==> src/rtl/seq_pkg.sv <==
// Shared types, constants and instruction-classification helpers for the
// Y86-64 sequential stage controller.
package seq_pkg;

    typedef enum logic [2:0] {
        S_IDLE      = 3'd0,
        S_FETCH     = 3'd1,
        S_DECODE    = 3'd2,
        S_EXECUTE   = 3'd3,
        S_MEMORY    = 3'd4,
        S_WRITEBACK = 3'd5,
        S_PCUPD     = 3'd6,
        S_HALT      = 3'd7
    } state_t;

    typedef enum logic [2:0] {
        STAT_AOK = 3'd1,
        STAT_HLT = 3'd2,
        STAT_ADR = 3'd3,
        STAT_INS = 3'd4
    } stat_t;

    localparam logic [3:0] IC_HALT   = 4'h0;
    localparam logic [3:0] IC_NOP    = 4'h1;
    localparam logic [3:0] IC_CMOVXX = 4'h2;
    localparam logic [3:0] IC_IRMOVQ = 4'h3;
    localparam logic [3:0] IC_RMMOVQ = 4'h4;
    localparam logic [3:0] IC_MRMOVQ = 4'h5;
    localparam logic [3:0] IC_OPQ    = 4'h6;
    localparam logic [3:0] IC_JXX    = 4'h7;
    localparam logic [3:0] IC_CALL   = 4'h8;
    localparam logic [3:0] IC_RET    = 4'h9;
    localparam logic [3:0] IC_PUSHQ  = 4'hA;
    localparam logic [3:0] IC_POPQ   = 4'hB;

    function automatic logic needs_mem(input logic [3:0] ic);
        case (ic)
            IC_RMMOVQ, IC_MRMOVQ, IC_CALL,
            IC_RET, IC_PUSHQ, IC_POPQ:     return 1'b1;
            default:                       return 1'b0;
        endcase
    endfunction

    function automatic logic needs_wb(input logic [3:0] ic);
        case (ic)
            IC_CMOVXX, IC_IRMOVQ, IC_OPQ:  return 1'b1;
            default:                       return 1'b0;
        endcase
    endfunction

    // Only instructions with a defined function field are constrained here.
    function automatic logic ifun_legal(input logic [3:0] ic, input logic [3:0] fn);
        case (ic)
            IC_CMOVXX, IC_JXX:             return fn <= 4'd6;
            IC_OPQ:                        return fn <= 4'd3;
            IC_NOP, IC_IRMOVQ, IC_RMMOVQ:  return fn == 4'd0;
            default:                       return 1'b1;
        endcase
    endfunction

endpackage

==> src/rtl/seq_mem_watchdog.sv <==
// Counts consecutive cycles a memory request is held and pulses expired in
// the MEM_TIMEOUT-th cycle without an acknowledge.
module seq_mem_watchdog #(
    parameter int MEM_TIMEOUT = 16
) (
    input  logic clk,
    input  logic rst_n,
    input  logic req,
    output logic expired
);
    localparam int CW = $clog2(MEM_TIMEOUT + 1);
    localparam logic [CW-1:0] CNT_LAST = CW'(MEM_TIMEOUT - 1);
    localparam logic [CW-1:0] CNT_MAX  = CW'(MEM_TIMEOUT);

    logic [CW-1:0] cnt_reg;

    // Saturating past the last cycle keeps expired a single-cycle pulse.
    always_ff @(posedge clk or negedge rst_n) begin
        if (!rst_n) begin
            cnt_reg <= '0;
        end else if (!req) begin
            cnt_reg <= '0;
        end else if (cnt_reg != CNT_MAX) begin
            cnt_reg <= cnt_reg + CW'(1);
        end
    end

    assign expired = req && (cnt_reg == CNT_LAST);

endmodule

==> src/rtl/seq_stage_ctrl.sv <==
// Multi-cycle stage sequencer for the Y86-64 sequential processor: walks the
// datapath through its stages, handles memory handshakes and reports status.
module seq_stage_ctrl
    import seq_pkg::*;
#(
    parameter int MEM_TIMEOUT = 16
) (
    input  logic        clk,
    input  logic        rst_n,
    input  logic        start,
    input  logic [3:0]  icode,
    input  logic [3:0]  ifun,
    input  logic        imem_ack,
    input  logic        imem_error,
    input  logic        dmem_ack,
    input  logic        dmem_error,
    output logic        imem_req,
    output logic        dmem_req,
    output logic        decode_en,
    output logic        execute_en,
    output logic        wb_en,
    output logic        pc_en,
    output logic [2:0]  stat,
    output logic        busy,
    output logic [31:0] retired
);

    state_t      state_reg, state_next;
    stat_t       stat_reg, stat_next;
    logic [3:0]  icode_reg;
    logic [31:0] retired_reg;
    logic        wd_expired;

    seq_mem_watchdog #(
        .MEM_TIMEOUT(MEM_TIMEOUT)
    ) u_watchdog (
        .clk     (clk),
        .rst_n   (rst_n),
        .req     (imem_req | dmem_req),
        .expired (wd_expired)
    );

    always_ff @(posedge clk or negedge rst_n) begin
        if (!rst_n) begin
            state_reg <= S_IDLE;
            stat_reg  <= STAT_AOK;
        end else begin
            state_reg <= state_next;
            stat_reg  <= stat_next;
        end
    end

    // ifun is fully consumed by the legality check in DECODE, so only icode
    // needs to survive into the later stages.
    always_ff @(posedge clk or negedge rst_n) begin
        if (!rst_n) begin
            icode_reg <= 4'h0;
        end else if (state_reg == S_DECODE) begin
            icode_reg <= icode;
        end
    end

    always_ff @(posedge clk or negedge rst_n) begin
        if (!rst_n) begin
            retired_reg <= 32'd0;
        end else if (state_reg == S_PCUPD && retired_reg != 32'hFFFF_FFFF) begin
            retired_reg <= retired_reg + 32'd1;
        end
    end

    always_comb begin
        state_next = state_reg;
        stat_next  = stat_reg;
        case (state_reg)
            S_IDLE: begin
                if (start) state_next = S_FETCH;
            end
            S_FETCH: begin
                if (imem_error) begin
                    state_next = S_HALT;
                    stat_next  = STAT_ADR;
                end else if (imem_ack) begin
                    state_next = S_DECODE;
                end else if (wd_expired) begin
                    state_next = S_HALT;
                    stat_next  = STAT_ADR;
                end
            end
            S_DECODE: begin
                if (icode == IC_HALT) begin
                    state_next = S_HALT;
                    stat_next  = STAT_HLT;
                end else if (icode > IC_POPQ || !ifun_legal(icode, ifun)) begin
                    state_next = S_HALT;
                    stat_next  = STAT_INS;
                end else begin
                    state_next = S_EXECUTE;
                end
            end
            S_EXECUTE: begin
                if (needs_mem(icode_reg))     state_next = S_MEMORY;
                else if (needs_wb(icode_reg)) state_next = S_WRITEBACK;
                else                          state_next = S_PCUPD;
            end
            S_MEMORY: begin
                if (dmem_error) begin
                    state_next = S_HALT;
                    stat_next  = STAT_ADR;
                end else if (dmem_ack) begin
                    state_next = (icode_reg == IC_RMMOVQ) ? S_PCUPD : S_WRITEBACK;
                end else if (wd_expired) begin
                    state_next = S_HALT;
                    stat_next  = STAT_ADR;
                end
            end
            S_WRITEBACK: state_next = S_PCUPD;
            S_PCUPD:     state_next = S_FETCH;
            S_HALT:      state_next = S_HALT;
            default:     state_next = S_IDLE;
        endcase
    end

    // Outputs decode straight from the state register so reset drops them at once.
    always_comb begin
        imem_req   = 1'b0;
        dmem_req   = 1'b0;
        decode_en  = 1'b0;
        execute_en = 1'b0;
        wb_en      = 1'b0;
        pc_en      = 1'b0;
        busy       = 1'b1;
        case (state_reg)
            S_IDLE:      busy       = 1'b0;
            S_FETCH:     imem_req   = 1'b1;
            S_DECODE:    decode_en  = 1'b1;
            S_EXECUTE:   execute_en = 1'b1;
            S_MEMORY:    dmem_req   = 1'b1;
            S_WRITEBACK: wb_en      = 1'b1;
            S_PCUPD:     pc_en      = 1'b1;
            S_HALT:      busy       = 1'b0;
            default:     busy       = 1'b0;
        endcase
    end

    assign stat    = stat_reg;
    assign retired = retired_reg;

endmodule

==> config.mk <==
export PLATFORM = sky130hd
export DESIGN_NAME = seq_stage_ctrl
export DESIGN_NICKNAME = d
export VERILOG_FILES = /design/src/rtl/seq_pkg.sv /design/src/rtl/seq_mem_watchdog.sv /design/src/rtl/seq_stage_ctrl.sv
export SDC_FILE = /design/constraint.sdc
export NUM_CORES = 1
export LEC_CHECK = 0
export ABC_AREA = 1
export CAP_MARGIN = 20
export CORE_MARGIN = 4
export CORE_UTILIZATION = 58
export CTS_CLUSTER_SIZE = 12
export DETAILED_ROUTE_END_ITERATION = 7
export GPL_ROUTABILITY_DRIVEN = 0
export PLACE_DENSITY = 0.95
export SKIP_CTS_REPAIR_TIMING = 1
export SYNTH_ARGS = -nofsm -noshare
export SYNTH_HDL_FRONTEND = slang
export SYNTH_HIERARCHICAL = 1
export SYNTH_SLANG_ARGS = --single-unit
==> constraint.sdc <==
create_clock -name clk -period 3.45 [get_ports clk]
set_input_delay 1.035 -clock clk [delete_from_list [all_inputs] [get_ports clk]]
set_output_delay 1.035 -clock clk [all_outputs]
set_load 0.01 [all_outputs]
==> parameters.txt, run 1 <==
Parameter                              Value

Outcome
  Result of the run    finished, final reports clean

Finish
  Max reg flops    32
  Final design instance area without fill    slightly below 4000 sq um
  Leading cell type in the layout, fill and taps excluded    nand2_1
  Antenna diode instance count    0
  Net count reported at finish    550
  Share of layout cells above drive strength 1    0.0977
  Commonest cells after routing, fill and taps aside    nand2_1, clkdlybuf4s50_1, nor2_1
  Post-Route Utilization    0.722
  Fill count    454
  Synth-to-Final Area Change    21.5%
  Final cell count without fillers    around 600

Global routing
  Overall track demand over capacity in global routing    0.253
  Maximum number of pins on one net before global-route repair    48
  Sum of overflow across all layers after global routing    0
  Global-route wire length before repair    between 10 and 15 mm
  Antenna violations before repair    0
  Number of global-route vias before repair    roughly 3300

Timing
  Shortest period the worst path allows    2900 ps
  Max_slew headroom    0.352
  Fin. max-slew vios    0
  Final worst-path cycle share    0.840
  RSZ-0062 raised after global routing    no
  Hold violation total from the final report    0
  # setup viols final    0
  FMAX    around 350 MHz
  Post-Route Hold Slack    between 400 and 500 ps
  Worst-Margin Slew    between 900 and 1000 ps
  Aggregate negative setup slack    0 ps
  Clock Skews    about 4.1 ps

Worst setup path
  Crit-path leading delay family    buffers and inverters
  Crit path required time    roughly 2400 ps
  Worst Path Arrival    between 1500 and 2000 ps
  Setup crit end kind    output port
  Biggest fanout along the worst timing path    7
  Delay contributed by the slowest stage of the critical path    around 590 ps
  Crit path max-delay cell type    dfrtp_1
  Start-to-end type of the worst setup path    flop to output port
  Worst path cell trace    nand3_1, clkinv_1, clkdlybuf4s50_1
  Buf/Inv on CP    2
  Setup crit start kind    flop

Synth
  Post-synth cell types    37
  Post-synthesis cell area    around 3300 sq um
  Syn nets    between 400 and 500
  Syn_area_per_cell    about 6.9 sq um
  Synth warnings    6
  Number of instances in the synthesized netlist    473
  Number of synthesized register bits    47
  Sequential fraction of the synthesis area    0.362

Floorplan
  I/O pins    57
  Placement row count    27
  Total Die Area    a little under 7000 sq um
  Placeable core area    roughly 5500 sq um
  Y dimension of the die    between 80 and 90 um
  Initial core utilization    0.594
  Die Span X    82.9 um

Power and ir drop
  P per Cell Area    between 400 and 500 nW/um^2
  Peak supply drop    around 0.41 mV
  Static Leakage    around 1.8 nW

Routing
  Met3 routed wirelength    between 500 and 600 um
  Drt via density    between 5 and 6
  DRC violation total after the first TritonRoute iteration    between 200 and 300
  Wire length the detailed router placed on met1    between 3 and 4 mm
  Pre-Repair DR Iteration Count    5
  Antenna violation net count after detailed routing    0
  Final routed wirelength across all metal layers    about 8.3 mm
  Total met2 wirelength after detailed routing    approximately 4 mm
  Final routed DRC violation total    0
  Detail-routed net length per standard cell    ~14 um
  Highest Signal Layer    met4
  Via Count    between 3000 and 4000

Placement
  Buffers added on ports    56
  DP Wirelength    6.10 mm
  Number of instances in the placed design    595
  Placed instance area    ~3800 sq um

Clock network
  Number of buffers added by the clock tree synthesis step    5
  Clk_lat worst skew    slightly above 300 ps
  Clock sink total    between 40 and 50
  CTS tree    built
  Max Buffers Root-to-Sink    2
  H-tree levels    2
  Clock-pin slew on the worst setup and hold paths    ~90 ps
  Clock root cell    clkbuf_8

Job
  Max capacitance violation total    0

Hold path
  Worst Hold Class    flop to flop
## synthesized netlist by cell type, drive strengths merged
cell type	instances	area, sq um
buf	6	65.1
nand3	28	150
and2	1	6.26
inv	46	175
nand2	195	767
or2	3	18.8
dfrtp	46	1150
o31ai	2	15.0
nor3	16	90.1
nor2	60	287
ha	4	50.1
nand3b	6	45.0
dfstp	1	26.3
o21ai	27	158
a21oi	6	45.1
xnor2	6	52.6
o311ai	1	8.76
a31oi	1	6.26
xor2	8	70.1
nand4	9	62.6
clkinv	1	3.75
## through the flow
stage | setup slack, ps | power, mW
after floorplan | 1530 | 1.34
after global placement | 979 | 1.55
after detailed placement | 944 | 1.58
after CTS | 568 | 1.95
after global routing | 492 | 2.10
final | 552 | 1.95
## metal layers
layer  up-vias  global-route usage
met5         -                   0
met3        37              0.0496
met1      1516               0.303
met4         0               0.113
li1       1614                   -
met2       160               0.438
## worst paths after layout
kind | end | cells past startpoint | slack, ps | start
max | pc_en | 3 | 550 | state_reg[2]
min | stat[0] | 2 | 480 | stat[0]
max reg2reg | retired[15] | 9 | 1230 | retired[0]
min reg2reg | stat[0] | 2 | 480 | stat[0]
max in group asynchronous | stat[0] | 2 | 2170 | rst_n
min in group asynchronous | retired[11] | 1 | 690 | rst_n
## where the power goes
part           internal, mW  switching [mW]
logic                 0.324           0.501
registers             0.645           0.117
clock network         0.164           0.204
## layout make-up
cell class                 instances  area (sq um)  area share
timing repair buffer              57           576       0.146
multi-input combinational        373          1830       0.463
sequential                        47          1180       0.298
inverter                          47           179      0.0453
clock inverter                     2          16.3     0.00412
clock buffer                       6          82.6      0.0209
tap                               72          90.1      0.0228
## tightest hold or removal path: cells and delay by family, from the launching register on
family | cells | cell delay [ps]
flip-flops | 1 | 380
AND/OR/NAND/NOR | 2 | 110
## kinds of logic (layout without fill, tap and decap cells)
| logic type | Yosys count | after routing | share of synthesized area |
|---|---|---|---|
| fa+ha+maj | 4 | 4 | 0.0154 |
| flops | 47 | 47 | 0.362 |
| simple gates | 318 | 318 | 0.438 |
| buf+inv | 53 | 112 | 0.0750 |
| compound gates | 37 | 37 | 0.0715 |
| xor+xnor | 14 | 14 | 0.0377 |
(Power assumes the default switching activity.)
==> inputs of run 2 (changes only) <==
--- a/config.mk
+++ b/config.mk
@@ -8,11 +8,11 @@
 export ABC_AREA = 1
 export CAP_MARGIN = 20
 export CORE_MARGIN = 4
-export CORE_UTILIZATION = 58
+export CORE_UTILIZATION = 53
 export CTS_CLUSTER_SIZE = 12
 export DETAILED_ROUTE_END_ITERATION = 7
 export GPL_ROUTABILITY_DRIVEN = 0
-export PLACE_DENSITY = 0.95
+export PLACE_DENSITY = 0.89
 export SKIP_CTS_REPAIR_TIMING = 1
 export SYNTH_ARGS = -nofsm -noshare
 export SYNTH_HDL_FRONTEND = slang
==> constraint.sdc (replaced) <==
create_clock -name clk -period 2.7 [get_ports clk]
set_input_delay 0.81 -clock clk [delete_from_list [all_inputs] [get_ports clk]]
set_output_delay 0.81 -clock clk [all_outputs]
set_load 0.01 [all_outputs]
==> run 2 against run 1 <==
  * Wire length decreased by 1.9%
  * Sequential power increased by 27%
  * Utilization decreased by 5.5 points
  * Largest power group unchanged
  * Critical path type unchanged
  * Via count decreased by 1.7%
  * Setup slack got worse by 440 ps
  * Clock power increased by 48%
  * Combinational power increased by 28%
  * Cell count increased by 0.83%
  * Register-to-register slack got worse by 540 ps
==> parameters.txt, run 2 (synthesis results as in run 1) <==
Parameter                              Value

Timing
  FMAX    387 MHz
  # setup viols final    0 (unchanged)
  Aggregate negative setup slack    0 ps (unchanged)
  Final worst-path cycle share    0.957
  Shortest period the worst path allows    approximately 2600 ps
  Clock Skews    13.4 ps (was 4.11 ps)
  Worst-Margin Slew    408 ps (was 969 ps)
  PnR worst setup slack    115 ps (was 552 ps)
  RSZ-0062 raised after global routing    no (unchanged)
  Fin. max-slew vios    0 (unchanged)
  Hold violation total from the final report    0 (unchanged)
  Max_slew headroom    0.728 (was 0.352)

Floorplan
  Initial core utilization    0.546 (was 0.594)
  Placement row count    28 (was 27)
  Y dimension of the die    86.3 um (was 82.9 um)
  Die Span X    86.3 um (was 82.9 um)
  I/O pins    57 (unchanged)
  Total Die Area    7460 sq um (was 6870 sq um)
  Placeable core area    5960 sq um (was 5470 sq um)

Finish
  Commonest cells after routing, fill and taps aside    nand2_1, clkdlybuf4s50_1, nor2_1 (unchanged)
  Final cell count without fillers    609 (was 604)
  Final design instance area without fill    3980 sq um (was 3950 sq um)
  Max reg flops    32 (unchanged)
  Antenna diode instance count    0 (unchanged)
  Net count reported at finish    552 (was 550)
  Share of layout cells above drive strength 1    0.103 (was 0.0977)
  Synth-to-Final Area Change    22.2% (was 21.5%)
  Fill count    505 (was 454)
  Leading cell type in the layout, fill and taps excluded    nand2_1 (unchanged)

Global routing
  Maximum number of pins on one net before global-route repair    37 (was 48)
  Sum of overflow across all layers after global routing    0 (unchanged)
  Antenna violations before repair    0 (unchanged)
  Number of global-route vias before repair    3118 (was 3278)
  Overall track demand over capacity in global routing    0.228 (was 0.253)
  Global-route wire length before repair    13.8 mm (was 14.5 mm)

Power and ir drop
  Static Leakage    1.80 nW (was 1.79 nW)
  Peak supply drop    0.432 mV (was 0.407 mV)
  P per Cell Area    647 nW/um^2 (was 494 nW/um^2)

Hold path
  Worst Hold Class    input port to asynchronous set/reset pin (was flop to flop)

Routing
  Total met2 wirelength after detailed routing    4.07 mm (was 4.11 mm)
  Wire length the detailed router placed on met1    3.41 mm (was 3.29 mm)
  Antenna violation net count after detailed routing    0 (unchanged)
  Highest Signal Layer    met4 (unchanged)
  Drt via density    5.37 (was 5.51)
  Pre-Repair DR Iteration Count    5 (unchanged)
  Met3 routed wirelength    473 um (was 578 um)
  Final routed wirelength across all metal layers    8.12 mm (was 8.28 mm)
  DRC violation total after the first TritonRoute iteration    185 (was 291)
  Final routed DRC violation total    0 (unchanged)
  Detail-routed net length per standard cell    13.3 um (was 13.7 um)
  Via Count    3270 (was 3327)

Clock network
  Clock root cell    clkbuf_8 (unchanged)
  Clock-pin slew on the worst setup and hold paths    100 ps (was 90 ps)
  Clk_lat worst skew    310 ps (about the same)
  Max Buffers Root-to-Sink    2 (unchanged)
  H-tree levels    2 (unchanged)
  Clock sink total    47 (unchanged)
  CTS tree    built (unchanged)
  Number of buffers added by the clock tree synthesis step    5 (unchanged)

Worst setup path
  Crit path required time    1890 ps (was 2410 ps)
  Worst Path Arrival    1770 ps (was 1860 ps)
  Start-to-end type of the worst setup path    flop to output port (unchanged)
  Setup crit start kind    flop (unchanged)
  Biggest fanout along the worst timing path    9 (was 7)
  Setup crit end kind    output port (unchanged)

Placement
  Buffers added on ports    56 (unchanged)
  Number of instances in the placed design    601 (was 595)
  Placed instance area    3860 sq um (was 3830 sq um)
  Post-Place Setup Slack    394 ps (was 944 ps)
  DP Wirelength    6.27 mm (was 6.10 mm)

Job
  Max capacitance violation total    0 (unchanged)

Outcome
  Result of the run    finished, final reports clean (unchanged)
[run 2: changes by cell type in the layout (fill, tap and decap cells not counted)]
cell,change
dfrtp_1,-1
dfrtp_2,+1
clkinv_4,-1
clkbuf_8,-1
buf_12,-1
buf_4,+3
inv_6,+1
bufinv_16,+1
[run 2: layout make-up]
class	count	area, sq um	area share
Clock buffer	5	68.8	0.0173
Multi-Input combinational cell	373	1830	0.461
Tap cell	75	93.8	0.0236
Clock inverter	3	46.3	0.0116
Sequential cell	47	1180	0.296
Timing Repair Buffer	59	578	0.145
Inverter	47	179	0.0450
[run 2: report_power, final]
| part | internal, mW | switching [mW] |
|---|---|---|
| logic | 0.422 | 0.636 |
| registers | 0.826 | 0.143 |
| clock network | 0.279 | 0.266 |
| total | 1.53 | 1.05 |
[run 2: layer usage]
layer / track usage / vias up
met1: 0.271 / 1531
li1: - / 1615
met4: 0.0708 / 0
met3: 0.0456 / 17
met2: 0.412 / 107
met5: 0 / -
[run 2: path summary, 6_finish.rpt]
| check | end | depth (start not counted) | slack [ps] | startpoint |
|---|---|---|---|---|
| hold reg to reg | stat[0] | 2 | 490 | stat[0] |
| hold / removal | retired[10] | 1 | 400 | rst_n |
| min in group clk | stat[0] | 2 | 490 | stat[0] |
| setup / recovery | dmem_req | 4 | 120 | state_reg[1] |
| max in group asynchronous | stat[0] | 2 | 1670 | rst_n |
| setup reg to reg | stat[1] | 12 | 690 | state_reg[1] |
[run 2: metrics by stage]
stage	hold WS [ps]	utilization	total power, mW
floorplan	471	-	1.71
global placement	464	0.648	1.99
detailed placement	479	0.648	2.03
CTS	409	0.667	2.58
global route	424	0.668	2.74
finish	400	0.668	2.57
[run 2: worst max-delay path, stage by stage, from the launching register on]
cell	delay, ps
dfrtp_1	470
inv_2	130
nand2_1	90
nor2_4	200
clkdlybuf4s50_1	580
==> inputs of run 3 (changes only) <==
--- a/config.mk
+++ b/config.mk
@@ -8,11 +8,10 @@
 export ABC_AREA = 1
 export CAP_MARGIN = 20
 export CORE_MARGIN = 4
-export CORE_UTILIZATION = 53
-export CTS_CLUSTER_SIZE = 12
+export CORE_UTILIZATION = 27
 export DETAILED_ROUTE_END_ITERATION = 7
 export GPL_ROUTABILITY_DRIVEN = 0
-export PLACE_DENSITY = 0.89
+export PLACE_DENSITY = 0.55
 export SKIP_CTS_REPAIR_TIMING = 1
 export SYNTH_ARGS = -nofsm -noshare
 export SYNTH_HDL_FRONTEND = slang
==> run 3 against run 2 <==
  * Setup slack improved by 20 ps
  * Sequential power barely moved
  * Critical path depth did not move
  * Highest routed layer unchanged
  * Combinational power barely moved
  * Critical path type unchanged
  * Critical endpoint unchanged
  * Utilization fell by 31 points
  * Cell area rose by 4.3%
  * Die area rose by 86%
  * Largest power group unchanged
==> parameters.txt, run 3 (synthesis results as in run 1) <==
Parameter                              Value

Finish
  Share of layout cells above drive strength 1    0.101 (was 0.103)
  Antenna diode instance count    0 (unchanged)
  Net count reported at finish    552 (unchanged)
  Commonest cells after routing, fill and taps aside    nand2_1, clkdlybuf4s50_1, nor2_1 (unchanged)
  Leading cell type in the layout, fill and taps excluded    nand2_1 (unchanged)
  Synth-to-Final Area Change    27.5% (was 22.2%)
  Final design instance area without fill    4150 sq um (was 3980 sq um)
  Fill count    1279 (was 505)
  Max reg flops    32 (unchanged)
  Multi-input gate area in the final layout    1830 sq um (unchanged)
  Total area of sequential cells    1180 sq um (unchanged)
  Final cell count without fillers    677 (was 609)

Routing
  Final routed DRC violation total    0 (unchanged)
  DRC violation total after the first TritonRoute iteration    195 (was 185)
  Antenna violation net count after detailed routing    0 (unchanged)
  Via Count    3191 (was 3270)
  Final routed wirelength across all metal layers    8.69 mm (was 8.12 mm)
  Drt via density    4.71 (was 5.37)
  Detail-routed net length per standard cell    12.8 um (was 13.3 um)
  Pre-Repair DR Iteration Count    5 (unchanged)

Global routing
  Maximum number of pins on one net before global-route repair    37 (unchanged)
  Overall track demand over capacity in global routing    0.129 (was 0.228)
  Global-route wire length before repair    15.1 mm (was 13.8 mm)
  Antenna violations before repair    0 (unchanged)
  Sum of overflow across all layers after global routing    0 (unchanged)
  Number of global-route vias before repair    3185 (was 3118)

Worst setup path
  Worst Path Arrival    1750 ps (was 1770 ps)
  Worst reg-to-reg path cell count    12 (unchanged)
  Crit path required time    1890 ps (about the same)
  Critical path depth in cells    4 (unchanged)
  Crit path max-delay cell type    clkdlybuf4s50_1 (unchanged)
  Buf/Inv on CP    2 (unchanged)
  Start-to-end type of the worst setup path    flop to output port (unchanged)
  Delay contributed by the slowest stage of the critical path    580 ps (about the same)
  Biggest fanout along the worst timing path    9 (unchanged)
  Worst path cell trace    inv_2, nand2_1, nor2_4, clkdlybuf4s50_1 (unchanged)
  Setup crit start kind    flop (unchanged)
  Crit-path leading delay family    buffers and inverters (unchanged)
  Setup crit end kind    output port (unchanged)

Power and ir drop
  Static Leakage    1.84 nW (was 1.80 nW)
  Pwr Total    2.84 mW (was 2.57 mW)
  P per Cell Area    684 nW/um^2 (was 647 nW/um^2)
  Peak supply drop    0.375 mV (was 0.432 mV)

Timing
  FMAX    390 MHz (was 387 MHz)
  Hold violation total from the final report    0 (unchanged)
  Clock Skews    8.65 ps (was 13.4 ps)
  Post-Route Hold Slack    443 ps (was 400 ps)
  Shortest period the worst path allows    2560 ps (was 2580 ps)
  Aggregate negative setup slack    0 ps (unchanged)
  Worst-Margin Slew    423 ps (was 408 ps)
  Final worst-path cycle share    0.950 (was 0.957)
  RSZ-0062 raised after global routing    no (unchanged)
  Fin. max-slew vios    0 (unchanged)
  Max_slew headroom    0.718 (was 0.728)
  # setup viols final    0 (unchanged)

Placement
  DP Wirelength    6.87 mm (was 6.27 mm)
  Number of instances in the placed design    669 (was 601)
  Buffers added on ports    56 (unchanged)
  Placed instance area    3960 sq um (was 3860 sq um)

Job
  Max capacitance violation total    0 (unchanged)

Clock network
  Number of buffers added by the clock tree synthesis step    5 (unchanged)
  Clock sink total    47 (unchanged)
  Clk_lat worst skew    290 ps (was 310 ps)
  Clock-pin slew on the worst setup and hold paths    70 ps (was 100 ps)
  H-tree levels    2 (unchanged)
  Clock root cell    clkbuf_16 (was clkbuf_8)
  Max Buffers Root-to-Sink    2 (unchanged)
  CTS tree    built (unchanged)

Floorplan
  Total Die Area    13900 sq um (was 7460 sq um)
  Die Span X    118 um (was 86.3 um)
  Placement row count    39 (was 28)
  Placeable core area    11600 sq um (was 5960 sq um)
  Initial core utilization    0.280 (was 0.546)
  Y dimension of the die    118 um (was 86.3 um)
  I/O pins    57 (unchanged)

Hold path
  Worst Hold Class    input port to asynchronous set/reset pin (unchanged)

Outcome
  Result of the run    finished, final reports clean (unchanged)
[run 3: cell count changes in the layout (fill, tap and decap cells not counted), sizes merged]
cell / change
clkbuf: +1
clkinvlp: -1
bufinv: +1
inv: -1
[run 3: layout make-up]
cell class	instances	area share
clock buffers	6	0.0311
clock inverters	2	0.0145
multi-input cells	373	0.442
repair buffers	59	0.142
inverters	47	0.0431
well taps	143	0.0431
flip-flops and latches	47	0.284
[run 3: power breakdown]
group          internal (mW)  total, mW  switching [mW]
Sequential             0.827      0.971           0.144
Clock                  0.531      0.805           0.274
Combinational          0.423       1.06           0.637
[run 3: metrics by stage]
step                worst slack (ps)  utilization
floorplan                        937            -
global placement                 405        0.341
detailed placement               377        0.341
CTS                             58.3        0.357
global route                    64.2        0.357
finish                           136        0.357
[run 3: final timing paths]
path,from,endpoint,slack [ps]
setup reg to reg,state_reg[1],stat[1],650
max in group asynchronous,rst_n,stat[0],1700
hold / removal,rst_n,retired[14],440
min in group clk,stat[0],stat[0],490
hold reg to reg,stat[0],stat[0],490
setup / recovery,state_reg[1],dmem_req,140
[run 3: layer usage]
layer	wire (um)	GRT usage	part of all wire	vias up
met3	459	0.0375	0.053	8
li1	-	-	-	1621
met4	62	0.0183	0.0071	0
met5	0	0	0	-
met2	3980	0.215	0.46	66
met1	4180	0.169	0.48	1496
